File: src/rtl/fixed_point_alu_pkg.sv
// Shared types and constants for the fixed-point ALU accelerator bridge.
// Holds the command FSM encoding, opcode values and the error sentinel.
package fixed_point_alu_pkg;

  typedef enum logic [2:0] {
    ST_READ_OP   = 3'd0,
    ST_READ_A    = 3'd1,
    ST_READ_B    = 3'd2,
    ST_WAIT_SLOT = 3'd3,
    ST_ALU_START = 3'd4,
    ST_WORK      = 3'd5
  } state_t;

  localparam logic [2:0] ALU_OP_ADD = 3'd0;
  localparam logic [2:0] ALU_OP_SUB = 3'd1;
  localparam logic [2:0] ALU_OP_MUL = 3'd2;
  localparam logic [2:0] ALU_OP_DIV = 3'd3;
  localparam logic [2:0] ALU_OP_NEG = 3'd4;

  // Truncated to the number width where used.
  localparam logic [63:0] ERR_SENTINEL = '1;

  function automatic int beats_for(input int nw, input int dw);
    return (nw + dw - 1) / dw;
  endfunction

endpackage

File: src/rtl/fixed_point_alu_accel_bridge_result_fifo.sv
// Synchronous result FIFO with level output; power-of-two depth.
// Pointers wrap naturally; push while full is accepted only with a pop.
module result_fifo #(
  parameter int WIDTH = 16,
  parameter int DEPTH = 4
) (
  input  logic                     clk,
  input  logic                     rst_n,
  input  logic                     push,
  input  logic [WIDTH-1:0]         push_data,
  input  logic                     pop,
  output logic [WIDTH-1:0]         head,
  output logic                     full,
  output logic                     empty,
  output logic [$clog2(DEPTH):0]   level
);

  localparam int AW = $clog2(DEPTH);
  localparam int LW = AW + 1;

  logic [WIDTH-1:0] mem [DEPTH];
  logic [AW-1:0]    wr_ptr;
  logic [AW-1:0]    rd_ptr;
  logic [LW-1:0]    count;
  logic             do_push;
  logic             do_pop;

  assign empty   = (count == '0);
  assign full    = (count == LW'(DEPTH));
  assign do_pop  = pop && !empty;
  assign do_push = push && (!full || do_pop);
  assign head    = mem[rd_ptr];
  assign level   = count;

  always_ff @(posedge clk or negedge rst_n) begin
    if (!rst_n) begin
      wr_ptr <= '0;
      rd_ptr <= '0;
      count  <= '0;
    end else begin
      if (do_push) wr_ptr <= wr_ptr + AW'(1);
      if (do_pop)  rd_ptr <= rd_ptr + AW'(1);
      count <= count + LW'(do_push) - LW'(do_pop);
    end
  end

  always_ff @(posedge clk or negedge rst_n) begin
    if (!rst_n) begin
      for (int i = 0; i < DEPTH; i++) mem[i] <= '0;
    end else if (do_push) begin
      mem[wr_ptr] <= push_data;
    end
  end

endmodule

File: src/rtl/fixed_point_alu_accel_bridge.sv
// Beat-serial accelerator port to fixed_point_alu bridge with result FIFO.
// Optional macro FIXED_POINT_ALU_BRIDGE_OPCHECK_EN adds invalid-opcode trap.
module fixed_point_alu_accel_bridge
  import fixed_point_alu_pkg::*;
#(
  parameter int INTEGER_PART_WIDTH    = 8,
  parameter int FRACTIONAL_PART_WIDTH = 8,
  parameter int ACCEL_DATA_WIDTH      = 8,
  parameter int RESULT_FIFO_DEPTH     = 4,
  parameter int ALU_OP_COUNT          = 5,
  localparam int NUMBER_WIDTH =
    INTEGER_PART_WIDTH + FRACTIONAL_PART_WIDTH
) (
  input  logic                        clk,
  input  logic                        rst_n,
  output logic                        accel_can_read,
  output logic                        accel_can_write,
  input  logic                        accel_read_enable,
  input  logic                        accel_write_enable,
  output logic [ACCEL_DATA_WIDTH-1:0] accel_read_data,
  input  logic [ACCEL_DATA_WIDTH-1:0] accel_write_data,
  output logic                        alu_start,
  input  logic                        alu_done,
  output logic [2:0]                  alu_op,
  output logic [NUMBER_WIDTH-1:0]     alu_a,
  output logic [NUMBER_WIDTH-1:0]     alu_b,
  input  logic [NUMBER_WIDTH-1:0]     alu_result,
  output logic [$clog2(RESULT_FIFO_DEPTH):0] fifo_level
`ifdef FIXED_POINT_ALU_BRIDGE_OPCHECK_EN
  ,
  output logic                        err_invalid_op
`endif
);

  localparam int NW    = NUMBER_WIDTH;
  localparam int DW    = ACCEL_DATA_WIDTH;
  localparam int BEATS = beats_for(NW, DW);
  localparam int PW    = BEATS * DW;
  localparam int CW    = (BEATS > 1) ? $clog2(BEATS) : 1;

  state_t           state;
  logic [CW-1:0]    beat_cnt;
  logic             beat_last;
  logic             wr_acc;
  logic [NW+DW-1:0] a_shift;
  logic [NW+DW-1:0] b_shift;
  logic             op_check_en;
  logic             bad_op;
  logic             slot_free;
  logic             trap;

  logic             fifo_push;
  logic [NW-1:0]    fifo_data;
  logic             fifo_pop;
  logic [NW-1:0]    fifo_head;
  logic             fifo_full;
  logic             fifo_empty;

  logic [CW-1:0]    rd_idx;
  logic             rd_last;
  logic             rd_acc;
  logic signed [NW-1:0] head_s;
  logic [PW-1:0]    padded;
  logic [PW-1:0]    rd_shift;

`ifdef FIXED_POINT_ALU_BRIDGE_OPCHECK_EN
  assign op_check_en = 1'b1;
`else
  assign op_check_en = 1'b0;
`endif

  assign accel_can_write = (state == ST_READ_OP) ||
                           (state == ST_READ_A)  ||
                           (state == ST_READ_B);
  assign wr_acc    = accel_can_write && accel_write_enable;
  assign beat_last = (beat_cnt == CW'(BEATS - 1));
  // Excess high bits of the first beat fall off the top here.
  assign a_shift   = {alu_a, accel_write_data};
  assign b_shift   = {alu_b, accel_write_data};
  assign alu_start = (state == ST_ALU_START);

  assign bad_op    = op_check_en &&
                     (32'(alu_op) >= ALU_OP_COUNT);
  assign slot_free = (state == ST_WAIT_SLOT) && !fifo_full;
  assign trap      = slot_free && bad_op;

  always_ff @(posedge clk or negedge rst_n) begin
    if (!rst_n) begin
      state    <= ST_READ_OP;
      beat_cnt <= '0;
      alu_op   <= '0;
      alu_a    <= '0;
      alu_b    <= '0;
    end else begin
      unique case (state)
        ST_READ_OP: begin
          if (wr_acc) begin
            alu_op   <= accel_write_data[2:0];
            beat_cnt <= '0;
            state    <= ST_READ_A;
          end
        end
        ST_READ_A: begin
          if (wr_acc) begin
            alu_a <= a_shift[NW-1:0];
            if (beat_last) begin
              beat_cnt <= '0;
              state    <= ST_READ_B;
            end else begin
              beat_cnt <= beat_cnt + CW'(1);
            end
          end
        end
        ST_READ_B: begin
          if (wr_acc) begin
            alu_b <= b_shift[NW-1:0];
            if (beat_last) begin
              beat_cnt <= '0;
              state    <= ST_WAIT_SLOT;
            end else begin
              beat_cnt <= beat_cnt + CW'(1);
            end
          end
        end
        ST_WAIT_SLOT: begin
          if (slot_free) begin
            state <= bad_op ? ST_READ_OP : ST_ALU_START;
          end
        end
        ST_ALU_START: state <= ST_WORK;
        ST_WORK: begin
          if (alu_done) state <= ST_READ_OP;
        end
        default: state <= ST_READ_OP;
      endcase
    end
  end

`ifdef FIXED_POINT_ALU_BRIDGE_OPCHECK_EN
  always_ff @(posedge clk or negedge rst_n) begin
    if (!rst_n) begin
      err_invalid_op <= 1'b0;
    end else if (trap) begin
      err_invalid_op <= 1'b1;
    end
  end
`endif

  assign fifo_push = ((state == ST_WORK) && alu_done) || trap;
  assign fifo_data = (state == ST_WORK) ? alu_result
                                        : ERR_SENTINEL[NW-1:0];

  result_fifo #(
    .WIDTH (NW),
    .DEPTH (RESULT_FIFO_DEPTH)
  ) u_result_fifo (
    .clk       (clk),
    .rst_n     (rst_n),
    .push      (fifo_push),
    .push_data (fifo_data),
    .pop       (fifo_pop),
    .head      (fifo_head),
    .full      (fifo_full),
    .empty     (fifo_empty),
    .level     (fifo_level)
  );

  assign accel_can_read = !fifo_empty;
  assign rd_acc   = accel_read_enable && !fifo_empty;
  assign rd_last  = (rd_idx == CW'(BEATS - 1));
  assign fifo_pop = rd_acc && rd_last;

  always_ff @(posedge clk or negedge rst_n) begin
    if (!rst_n) begin
      rd_idx <= '0;
    end else if (rd_acc) begin
      rd_idx <= rd_last ? '0 : rd_idx + CW'(1);
    end
  end

  // Pad to whole beats by sign extension; beat 0 is the MS beat.
  assign head_s = fifo_head;
  assign padded = PW'(head_s);

  always_comb begin
    rd_shift = padded >> (DW * (BEATS - 1 - int'(rd_idx)));
  end

  assign accel_read_data = rd_shift[DW-1:0];

endmodule
File: config.mk
export PLATFORM = sky130hd
export DESIGN_NAME = fixed_point_alu_accel_bridge
export DESIGN_NICKNAME = d
export VERILOG_FILES = /design/src/rtl/fixed_point_alu_pkg.sv /design/src/rtl/fixed_point_alu_accel_bridge_result_fifo.sv /design/src/rtl/fixed_point_alu_accel_bridge.sv
export SDC_FILE = /design/constraint.sdc
export NUM_CORES = 1
export LEC_CHECK = 0
export ABC_AREA = 1
export BUFFER_PORTS_ARGS = -buffer_cell sky130_fd_sc_hd__buf_2
export CAP_MARGIN = 20
export CORE_UTILIZATION = 55
export DETAILED_ROUTE_END_ITERATION = 10
export HOLD_SLACK_MARGIN = 0.15
export PLACE_DENSITY = 0.88
export SYNTH_ARGS = -nofsm -noshare
export SYNTH_HDL_FRONTEND = slang
export SYNTH_SLANG_ARGS = --single-unit
File: constraint.sdc
create_clock -name clk -period 5.75 [get_ports clk]
set_input_delay 0.575 -clock clk [delete_from_list [all_inputs] [get_ports clk]]
set_output_delay 0.575 -clock clk [all_outputs]
set_load 0.01 [all_outputs]
# After elaboration in Yosys (flattened, before gate mapping)
# Index checks and enable logic that the tools add are counted.
# word_totals
out_inout_bits	49
input_bits	29
regBits	111
wordCells	82
# classes
shift	1
n_bitwise	2
muxes	20
order_cmp	3
n_reduce_logical	22
eq_ne	14
addsub	7
# op_table
op	n
64-bit bitwise mux	1
16-bit two-way mux	4
16-bit binary-select mux with 2-bit select	1
16-bit demux with 2-bit select	1
16-bit by 32-bit right shift with 8-bit output	1
3-bit two-way mux	7
3-bit case mux with 6 select lines	1
2-bit != test, second input constant	7
3-bit == test, second input constant	3
1-bit logical AND	8
7-bit AND reduction	1
3-bit by 2-bit == test with 1-bit output, second input constant	2
3-bit greater-or-equal comparator, second input constant	2
3-bit zero test	2
2-bit inverter with 3-bit output	2
2-bit AND reduction	3
2-bit by 1-bit adder with 2-bit output, second input constant	2
1-bit two-way mux	4
3-bit by 1-bit adder with 3-bit output	1
3-bit by 1-bit == test with 1-bit output, second input constant	1
1-bit logical OR	3
3-bit by 1-bit < comparator with 1-bit output, second input constant	1
3-bit AND reduction	1
3-bit by 1-bit subtractor with 3-bit output	1
7 further kinds	9

# Depth between registers and ports, before layout
# Gate-level depths: netlist (run 1).
# logic_depth
word_depth	9
mapped_depth	9
depth_no_buf	9

# Cells and area by module
# A second synthesis (run 1) with hierarchy kept.
# unflattened
hier_cells	652
area_unflattened_um2	5455.2
# by_module_without_submodules
module	cells_per_inst	area_per_inst_um2	n_inst	seq_area_each_um2
result_fifo	422	3524.6	1	1776.7
fixed_point_alu_accel_bridge	230	1930.6	1	1001.0

# Worst setup path after synthesis (run 1)
# OpenSTA, ideal clock, no wires.
# synth_timing
path_kind	reg-to-reg
from	register u_result_fifo.count[1], in the netlist u_result_fifo.level[1]
to	register u_result_fifo.count[2], in the netlist u_result_fifo.level[2]
setup_slack_ps	3613
arrival_time_ps	2008
path_stages_with_launch	10
period_less_slack_ps	2137
path_buffers	0
setup_ps	129
required_ps	5621
cell_sequence	dfrtp_1 nor2_1 nand2_1 nand2_1 nor2_1 ha_1 inv_1 ha_1 fa_1 xor2_1
# synth_via
elab_chain_len	9
elab_cells_between_ends	11
cone_classes	add/sub: 2; eq/ne: 1; reduce/logical: 8
# synth_lines
element	line_no	text
start: declaration	fixed_point_alu_accel_bridge_result_fifo.sv:24	logic [LW-1:0] count;
start signal: assignment	fixed_point_alu_accel_bridge_result_fifo.sv:43	count <= count + LW'(do_push) - LW'(do_pop);
3-bit zero test *	fixed_point_alu_accel_bridge_result_fifo.sv:28	assign empty = (count == '0);
1-bit zero test *	-	
via accel_can_read	fixed_point_alu_accel_bridge.sv:16	output logic accel_can_read,
1-bit logical AND	fixed_point_alu_accel_bridge.sv:169	assign rd_acc = accel_read_enable && !fifo_empty;
1-bit logical AND	fixed_point_alu_accel_bridge.sv:171	assign fifo_pop = rd_acc && rd_last;
1-bit logical AND *	fixed_point_alu_accel_bridge_result_fifo.sv:30	assign do_pop = pop && !empty;
via u_result_fifo.do_pop	fixed_point_alu_accel_bridge_result_fifo.sv:26	logic do_pop;
1-bit logical OR	fixed_point_alu_accel_bridge_result_fifo.sv:31	assign do_push = push && (!full || do_pop);
1-bit logical AND	fixed_point_alu_accel_bridge_result_fifo.sv:31	
3-bit by 1-bit adder with 3-bit output	fixed_point_alu_accel_bridge_result_fifo.sv:43	
3-bit by 1-bit subtractor with 3-bit output *	fixed_point_alu_accel_bridge_result_fifo.sv:43	
# Mark *: on every way through the listed nets, which the timed path passes. The rest lies on a longest branch.
# A chain may end at the register's enable or synchronous reset.

# Worst setup path after layout (run 1)
# layout_timing
from	register u_result_fifo.rd_ptr[0]
to	output port accel_read_data[1]
# layout_via
elab_chain_len	5
# layout_lines
element	line_no	text
start: declaration	fixed_point_alu_accel_bridge_result_fifo.sv:23	logic [AW-1:0] rd_ptr;
start signal: assignment	fixed_point_alu_accel_bridge_result_fifo.sv:42	if (do_pop) rd_ptr <= rd_ptr + AW'(1);
2-bit inverter with 3-bit output (implied by the code)	fixed_point_alu_accel_bridge_result_fifo.sv:32	assign head = mem[rd_ptr];
16-bit binary-select mux with 2-bit select	fixed_point_alu_accel_bridge_result_fifo.sv:32	
16-bit two-way mux (implied by the code) (2 in series)	fixed_point_alu_accel_bridge_result_fifo.sv:32	
16-bit by 32-bit right shift with 8-bit output	fixed_point_alu_accel_bridge.sv:186	rd_shift = padded >> (DW * (BEATS - 1 - int'(rd_idx)));
end: declaration	fixed_point_alu_accel_bridge.sv:20	output logic [ACCEL_DATA_WIDTH-1:0] accel_read_data,
# No other way between the ends. The select of a mux whose other input is x is not followed.

==> impl_metrics.tcl, run 1 <==
set metrics [dict create \
    outcome "finished, final reports clean" \
    timing.critical_path.slowest_cell_delay_ns 1.05 \
    holdCritPathClass "in2async" \
    final.min_clock_period_ns 3.52 \
    layout.cells.most_common "sky130_fd_sc_hd__nand2_1" \
    row_count 35 \
    critPathArrivalTime_ns 2.95 \
    tightest_slew_ns 1.05 \
    syn-instance-count 661 \
    syn_area_um2 5420 \
    worstSetupStartpointType "flip-flop" \
    cts.htree.levels 3 \
    hold_viol 0 \
    critical_path_peak_fanout 36 \
    drt_iter0_drc 426 \
    reg2reg_slack_ns 3.24 \
    synthesis.area_per_instance_um2 8.20 \
    timing.critical_path.cells "inv_1 > o21ai_0 > o22ai_1 > nand2_1 > nand2_1 > buf_2" \
    synth.lib_cells_used.distinct 24 \
    globalRoute.busiestLayer "met2" \
    num_vias 4750 \
    worst_skew_pair.late_latency_ns 0.38 \
    drtPass1Iterations 5 \
    ys_seq_elements 111 \
    critical-path-slowest-cell "sky130_fd_sc_hd__dfrtp_1" \
    via_count_normalized_by_instance_count 5.63 \
    use_met2_pct 45.0 \
    clock_tree_from_tritoncts "built" \
    routed_wirelength_um 13400 \
    clock_path_buffers 2 \
    antenna_violating_nets_post_route 0 \
    timing.setup.critical_path_class "reg2out" \
    cts_hold_buf 0 \
    grt_pass1_vias 4551 \
    drive_gt1_share_pct 14.8 \
    timing.final.crit_share_pct 61.3 \
    finalSetupTns_ns 0 \
    vdd_ir_drop_max_uv 397 \
    clock-sinks 111 \
    floorplan_die_area_um2 10300 \
    detailed_place.area_um2 5730 \
    layout_common_cells "sky130_fd_sc_hd__nand2_1, sky130_fd_sc_hd__dfrtp_1, sky130_fd_sc_hd__buf_2, sky130_fd_sc_hd__o21ai_0, sky130_fd_sc_hd__nand4_1" \
    floorplan.initialDensity_pct 57.8 \
    core-area_um2 9370 \
    wl_per_cell_um 15.8 \
    wire_length_of_the_first_global_routing_pass_um 21900 \
    antenna_cells 0 \
    cts.clk_slew.worst_paths_ns 0.12 \
    total_leakage_power_nw 3.21 \
    drv.max_cap_violation_count 0 \
    finalCoreUtilization_pct 63.2 \
    gp_congestion 0.902 \
    end_kind "output port" \
    io_buffer_count 77 \
    power.density_cell_area_nw_per_um2 505 \
    nFillCells 828 \
    cts_post_setup_buffers_inserted 0 \
    slew_headroom_pct 30.0 \
    ff2ff_path_depth 6 \
    synth_seq_area_share_pct 51.3 \
    achievable-frequency_mhz 284 \
    critical_path.most_common_cell "sky130_fd_sc_hd__nand2_1" \
    dieHeight_um 101 \
    yosys_warnings 0 \
    floorplan.die.width_um 101 \
    worst_clock_skew_ns 0.0165 \
    antenna_found_initial 0 \
    report.final.slew_viol_count 0 \
    pin_count 78 \
    cts_root_buffer "sky130_fd_sc_hd__clkbuf_8" \
    met1_demand_to_capacity_share_in_global_routing_pct 37.4 \
    finish.instance_area_um2 5920 \
    post_cts_resized 0 \
    timing.critical_path.required_ns 5.18 \
    report.final.setup_viol 0 \
    total_clock_buffers_created_by_cts 9 \
    post_synthesis_net_count 697 \
    worst_r2r_startpoint "rd_idx" \
    total_number_of_nets_in_the_final_design 746 \
    area_growth_syn_to_layout_pct 9.33 \
    grt.overflow.total 0 \
    grt_start_max_net_pins 71 \
    gr-usage-met3_pct 3.45 \
    critical_path.reg2reg.endpoint "u_result_fifo.mem[2]" \
    rsz0062_at_grt "false" \
    drc 0 \
    global_route.usage.total_pct 27.6 \
    detailed_place_hpwl_um 8430 \
]
[state kept, by name, summed over array words and instances (netlist names)]
signal / count
u_result_fifo.mem: 64
alu_op: 3
state: 3
alu_b: 16
rd_idx: 1
alu_a: 16
u_result_fifo.wr_ptr: 2
u_result_fifo.rd_ptr: 2
beat_cnt: 1
u_result_fifo.level: 3
[logic make-up (layout without fill, tap and decap cells)]
logic type | count (synthesis) | in the layout | synth area share, %
XOR/XNOR | 3 | 3 | 0.485
flip-flops | 111 | 111 | 51.3
AO/OA/AOI/OAI | 87 | 87 | 8.71
buffers and inverters | 106 | 160 | 9.21
AND/OR/NAND/NOR | 347 | 347 | 28.6
adder cells (fa/ha/maj) | 7 | 7 | 1.76
[Yosys cell counts (all sizes together)]
library cell	instances	share of area [%]
nand2	223	15
dfrtp	111	51
o21ai	69	6.4
nand4	68	7.9
inv	63	4.4
nor2	46	3.3
buf	28	3.8
o22ai	16	1.8
clkbuf	15	1.0
nand3	10	1.9
ha	6	1.4
xor2	2	0.32
a21oi	1	0.092
fa	1	0.37
o211ai	1	0.39
xnor2	1	0.16
[worst max path at each step]
stage	startpoint	to	cells after the start
final	u_result_fifo.rd_ptr[0]	accel_read_data[1]	6
after global routing	u_result_fifo.rd_ptr[0]	accel_read_data[1]	6
after CTS	u_result_fifo.rd_ptr[0]	accel_read_data[1]	6
after detailed placement	u_result_fifo.rd_ptr[0]	accel_read_data[1]	6
after global placement	u_result_fifo.rd_ptr[0]	accel_read_data[0]	6
after floorplan	u_result_fifo.level[1]	u_result_fifo.level[2]	9
[area by class of cell]
type	instances	area [um^2]	share of cell area, %
Sequential cell	111	2780	46.9
Multi-Input combinational cell	444	2140	36.1
Timing Repair Buffer	81	425	7.18
Inverter	63	239	4.03
Tap cell	129	161	2.72
Clock buffer	9	124	2.09
Clock inverter	7	55.1	0.929
[through the flow]
stage                     setup slack, ns  power [mW]  hold slack, ns  std cells
after CTS                            2.34        2.98           0.181        843
after detailed placement             2.73        2.54           0.455        827
after global routing                 2.01        3.21           0.201        844
after floorplan                      3.61        2.12           0.279        661
after global placement               2.88        2.46           0.451        827
final                                2.23        2.99           0.160        844
[power breakdown]
group	switching, mW	internal [mW]
logic	0.801	0.434
clock network	0.282	0.163
registers	0.253	1.06
total	1.34	1.66
[critical path, delay by kind of cell (launching register included)]
| kind | cells | cell delay [ns] |
|---|---|---|
| flops | 1 | 1.05 |
| buf+inv | 2 | 0.85 |
| compound gates | 2 | 0.52 |
| simple gates | 2 | 0.15 |
[per-layer routing]
| metal | routed length, um | up-vias |
|---|---|---|
| li1 | - | 2253 |
| met1 | 5560 | 2253 |
| met2 | 6530 | 202 |
| met3 | 863 | 42 |
| met4 | 420 | 0 |
| met5 | 0 | - |
Note: power is estimated with default switching activity, not from simulation.
==> run 2, diff against run 1 <==
clock period = 3.6 ns   (was 5.75 ns; I/O delays follow)
==> run 2 against run 1 <==
Against the previous run: hold slack better by 0.085 ns; global-route usage up 0.13 points; first-iteration DRC count up 6.3%; power up 64%; register-to-register slack worse by 2.1 ns; final cell count up 0.71%; sequential share of layout area down 0.48 points.
==> impl_metrics.tcl, run 2 (same netlist as run 1, synthesis figures left out) <==
set metrics [dict create \
    critical_path.most_common_cell "sky130_fd_sc_hd__nand2_1" \
    drive_gt1_share_pct 15.4 \
    drv.max_cap_violation_count 0 \
    worst_skew_pair.late_latency_ns 0.38 \
    nFillCells 785 \
    critical_path_peak_fanout 18 \
    timing.critical_path.cells "inv_1 > o21ai_0 > o22ai_1 > nand2_1 > nand2_1 > buf_2" \
    worst_clock_skew_ns 0.0172 \
    max_flop_register "u_result_fifo.mem" \
    detailed_place_hpwl_um 8650 \
    holdCritPathClass "in2reg" \
    row_count 35 \
    total_number_of_nets_in_the_final_design 753 \
    via_count_normalized_by_instance_count 5.65 \
    critical-path-slowest-cell "sky130_fd_sc_hd__dfrtp_1" \
    worstSetupStartpointType "flip-flop" \
    gp_congestion 0.877 \
    total_clock_buffers_created_by_cts 9 \
    cts_root_buffer "sky130_fd_sc_hd__clkbuf_8" \
    num_vias 4805 \
    rsz0062_at_grt "false" \
    grt.overflow.total 0 \
    clock-sinks 111 \
    clock_tree_from_tritoncts "built" \
    critPathArrivalTime_ns 2.35 \
    antenna_violating_nets_post_route 0 \
    timing.final.crit_share_pct 75.3 \
    drtPass1Iterations 5 \
    top_regs "u_result_fifo.mem (64), alu_a (16), alu_b (16)" \
    vdd_ir_drop_max_uv 417 \
    wl_per_cell_um 16.0 \
    hold_viol 0 \
    pin_count 78 \
    floorplan.die.width_um 101 \
    pre_cts_ws_ns 1.27 \
    core-area_um2 9370 \
    area_growth_syn_to_layout_pct 10.5 \
    io_buffer_count 77 \
    power.density_cell_area_nw_per_um2 819 \
    slew_headroom_pct 35.0 \
    report.final.setup_viol 0 \
    routed_wirelength_um 13600 \
    register_area_um2 2780 \
    total_leakage_power_nw 3.25 \
    floorplan_die_area_um2 10300 \
    largest_reg_flops 64 \
    timing.critical_path.slowest_cell_delay_ns 0.64 \
    multi_input_area_um2 2140 \
    antenna_found_initial 0 \
    layout.cells.most_common "sky130_fd_sc_hd__nand2_1" \
    cts.htree.levels 3 \
    wire_length_of_the_first_global_routing_pass_um 21900 \
    post_cts_resized 0 \
    floorplan.initialDensity_pct 57.8 \
    tightest_slew_ns 0.972 \
    clock_path_buffers 2 \
    antenna_cells 0 \
    drc 0 \
    drt_iter0_drc 453 \
    timing.critical_path.required_ns 3.24 \
    grt_pass1_vias 4549 \
    cts_post_setup_buffers_inserted 0 \
    worst_hold_slack_ns 0.245 \
    cts.clk_slew.worst_paths_ns 0.11 \
    reg2reg_slack_ns 1.14 \
    achievable-frequency_mhz 369 \
    end_kind "output port" \
    outcome "finished, final reports clean" \
    report.final.slew_viol_count 0 \
    layout_common_cells "sky130_fd_sc_hd__nand2_1, sky130_fd_sc_hd__dfrtp_1, sky130_fd_sc_hd__buf_2, sky130_fd_sc_hd__o21ai_0, sky130_fd_sc_hd__nand4_1" \
    dieHeight_um 101 \
    grt_start_max_net_pins 46 \
    finalSetupTns_ns 0 \
    final.min_clock_period_ns 2.71 \
    timing.setup.critical_path_class "reg2out" \
    final_critical_path_setup_slack_ns 0.889 \
    global_route.usage.total_pct 27.7 \
]
==> run 2: changes by cell type in the layout (fill, tap and decap cells not counted) <==
| cell | change |
|---|---|
| sky130_fd_sc_hd__buf_4 | +7 |
| sky130_fd_sc_hd__buf_8 | -1 |
| sky130_fd_sc_hd__bufinv_16 | +1 |
| sky130_fd_sc_hd__clkinv_2 | -1 |
| sky130_fd_sc_hd__dlygate4sd3_1 | +1 |
| sky130_fd_sc_hd__inv_8 | -1 |
==> run 2: routing by layer <==
| layer | wire (um) | vias up | GRT usage, % | part of all wire [%] |
|---|---|---|---|---|
| met1 | 5370 | 2258 | 36.8 | 40 |
| met4 | 319 | 0 | 12.2 | 2.4 |
| met2 | 6760 | 251 | 44.8 | 50 |
| met5 | 0 | - | 0 | 0 |
| li1 | - | 2265 | - | - |
| met3 | 1110 | 31 | 5.38 | 8.2 |
==> run 2: layout make-up <==
cell class,count,share of cell area [%]
Tap cell,129,2.70
Inverter,63,3.99
Multi-Input combinational cell,444,35.8
Clock inverter,6,1.15
Sequential cell,111,46.4
Clock buffer,9,2.07
Timing Repair Buffer,88,7.90
==> run 2: path summary, 6_finish.rpt <==
check / start / end / cells past startpoint
worst max-delay path: u_result_fifo.rd_ptr[1] / accel_read_data[4] / 6
worst min-delay path: accel_write_data[3] / alu_b[3] / 3
worst max register to register: u_result_fifo.level[1] / u_result_fifo.level[2] / 9
worst min register to register: u_result_fifo.mem[42] / u_result_fifo.mem[42] / 2
max in group asynchronous: rst_n / u_result_fifo.mem[34] / 3
min in group asynchronous: rst_n / u_result_fifo.mem[19] / 2
==> run 2: where the power goes <==
part           internal (mW)  switching (mW)
registers               1.69           0.331
clock network          0.324           0.437
logic                  0.714            1.40
total                   2.73            2.17
==> run 2: repair_timing <==
action | in CTS | in global routing
hold endpoints to repair | 43 | 0
hold buffers | 1 | 0
endpoints found under the setup margin | 0 | 0
==> run 2: worst max-delay path: cells and delay by family (launching register included) <==
family,cells,cell delay [ns]
AO/OA/AOI/OAI,2,0.43
buffers and inverters,2,0.70
flip-flops,1,0.64
AND/OR/NAND/NOR,2,0.21
==> run 2: through the flow <==
stage	power (mW)	area [um^2]	std cells	utilization [%]
after CTS	4.87	5980	850	63.9
final	4.90	5980	850	63.9
after global routing	5.23	5980	850	63.9
after floorplan	3.39	5420	661	-
after detailed placement	4.12	5780	834	61.7
after global placement	4.00	5780	834	61.7
==> run 3, diff against run 2 <==
clock period = 2.5 ns   (was 3.6 ns; I/O delays follow)
==> run 3 against run 2 <==
Against the previous run: first-iteration DRC count increased by 23%; design area is 1.7% higher; largest power group unchanged; non-clock buffer count increased by 11; core utilization grew 1.1 points; register-to-register slack worse by 0.87 ns.
==> impl_metrics.tcl, run 3 (same netlist as run 1, synthesis figures left out) <==
set metrics [dict create \
    outcome "finished, final reports clean" \
    grt_start_max_net_pins 70 \
    vdd_ir_drop_max_uv 880 \
    end_kind "output port" \
    antenna_violating_nets_post_route 0 \
    core-area_um2 9370 \
    holdCritStartpoint "accel_write_data[3]" \
    crit_start "u_result_fifo.rd_ptr[0]" \
    timing.final.crit_share_pct 92.5 \
    layout.cells.most_common "sky130_fd_sc_hd__nand2_1" \
    critPathArrivalTime_ns 2.06 \
    worst_skew_pair.late_latency_ns 0.38 \
    worstSetupStartpointType "flip-flop" \
    achievable-frequency_mhz 432 \
    floorplan.initialDensity_pct 57.8 \
    slew_headroom_pct 51.2 \
    via_count_normalized_by_instance_count 5.73 \
    layout_common_cells "sky130_fd_sc_hd__nand2_1, sky130_fd_sc_hd__dfrtp_1, sky130_fd_sc_hd__buf_2, sky130_fd_sc_hd__o21ai_0, sky130_fd_sc_hd__nand4_1" \
    max_flop_register "u_result_fifo.mem" \
    drtPass1Iterations 5 \
    area_growth_syn_to_layout_pct 12.3 \
    timing.setup.critical_path_class "reg2out" \
    tightest_slew_ns 0.732 \
    antenna_cells 0 \
    clock_path_buffers 2 \
    antenna_found_initial 0 \
    worst_clock_skew_ns 0.00954 \
    hold_viol 0 \
    timing.critical_path.cells "inv_1 > buf_4 > o21ai_0 > o22ai_1 > nand2_1 > nand2_1 > buf_2" \
    timing.critical_path.required_ns 2.25 \
    num_vias 4935 \
    global_route.usage.total_pct 28.0 \
    io_buffer_count 77 \
    pin_count 78 \
    cts.htree.levels 3 \
    total_leakage_power_nw 3.30 \
    grt.overflow.total 0 \
    worst_r2r_startpoint "u_result_fifo.level[1]" \
    clock-sinks 111 \
    detailed_place_hpwl_um 8660 \
    finalSetupTns_ns 0 \
    total_number_of_nets_in_the_final_design 764 \
    gp_congestion 0.880 \
    final.min_clock_period_ns 2.31 \
    critical_path_peak_fanout 18 \
    row_count 35 \
    report.final.slew_viol_count 0 \
    largest_reg_flops 64 \
    holdCritPathClass "in2reg" \
    wl_per_cell_um 15.7 \
    dieHeight_um 101 \
    critical-path-slowest-cell "sky130_fd_sc_hd__dfrtp_1" \
    drive_gt1_share_pct 16.0 \
    drc 0 \
    floorplan_die_area_um2 10300 \
    floorplan.die.width_um 101 \
    top_regs "u_result_fifo.mem (64), alu_a (16), alu_b (16)" \
    post_cts_resized 0 \
    critical_path.most_common_cell "sky130_fd_sc_hd__nand2_1" \
    total_clock_buffers_created_by_cts 9 \
    drt_iter0_drc 559 \
    grt_pass1_vias 4537 \
    worst_hold_slack_ns 0.150 \
    cts_root_buffer "sky130_fd_sc_hd__clkbuf_8" \
    clock_tree_from_tritoncts "built" \
    nFillCells 774 \
    rsz0062_at_grt "false" \
    power.density_cell_area_nw_per_um2 1170 \
    report.final.setup_viol 0 \
    routed_wirelength_um 13500 \
    drv.max_cap_violation_count 0 \
    wire_length_of_the_first_global_routing_pass_um 22100 \
    cts.clk_slew.worst_paths_ns 0.11 \
    timing.critical_path.slowest_cell_delay_ns 0.39 \
]
[run 3: report_power, final]
part           total [mW]  switching (mW)  leakage (nW)  internal (mW)
Combinational        3.15            2.07          1.74           1.08
Clock                1.08           0.617        0.0955          0.465
Sequential           2.87           0.431          1.46           2.44
[run 3: stage by stage]
step	power, mW	cells	util [%]	worst slack (ns)	instance area, um^2
2_1_floorplan	4.88	661	-	0.363	5420
3_3_place_gp	5.81	840	62.2	0.417	5830
3_5_place_dp	5.97	840	62.2	0.304	5830
4_1_cts	7.05	861	64.9	0.237	6080
5_1_grt	7.58	861	64.9	0.0518	6080
6_report	7.10	861	64.9	0.187	6080
[run 3: final cells by class]
class | instances | area (um^2) | area share [%]
inverters | 63 | 239 | 3.93
flip-flops and latches | 111 | 2780 | 45.7
repair buffers | 99 | 568 | 9.34
multi-input cells | 444 | 2140 | 35.2
clock buffers | 9 | 124 | 2.04
well taps | 129 | 161 | 2.65
clock inverters | 6 | 72.6 | 1.19
[run 3: path summary, 6_finish.rpt]
path                                     endpoint  slack [ns]  cells past startpoint
max in group asynchronous   u_result_fifo.mem[12]        1.28                      3
min reg2reg                 u_result_fifo.mem[34]        0.48                      2
min in group asynchronous                  rd_idx        0.46                      2
min                                      alu_b[3]        0.15                      3
max reg2reg                u_result_fifo.level[2]        0.27                      9
max                            accel_read_data[4]        0.19                      7
[run 3: metal layers]
layer	vias to the layer above	share of wire, %	global-route usage, %
met3	49	9.1	4.76
met5	-	0	0
li1	2290	-	-
met2	281	50	44.2
met1	2315	38	38.7
met4	0	2.9	11.3
[run 3: critical path, delay by kind of cell, from the launching register on]
kind	cells	cell delay, ns
compound gates	2	0.27
buf+inv	3	0.86
flops	1	0.39
simple gates	2	0.16
[run 3: what timing repair did]
| action | CTS | global route |
|---|---|---|
| endpoints found under the hold margin | 61 | 0 |
| endpoints found under the setup margin | 0 | 0 |
| setup buffers | 0 | 0 |
| hold buffers | 6 | 0 |
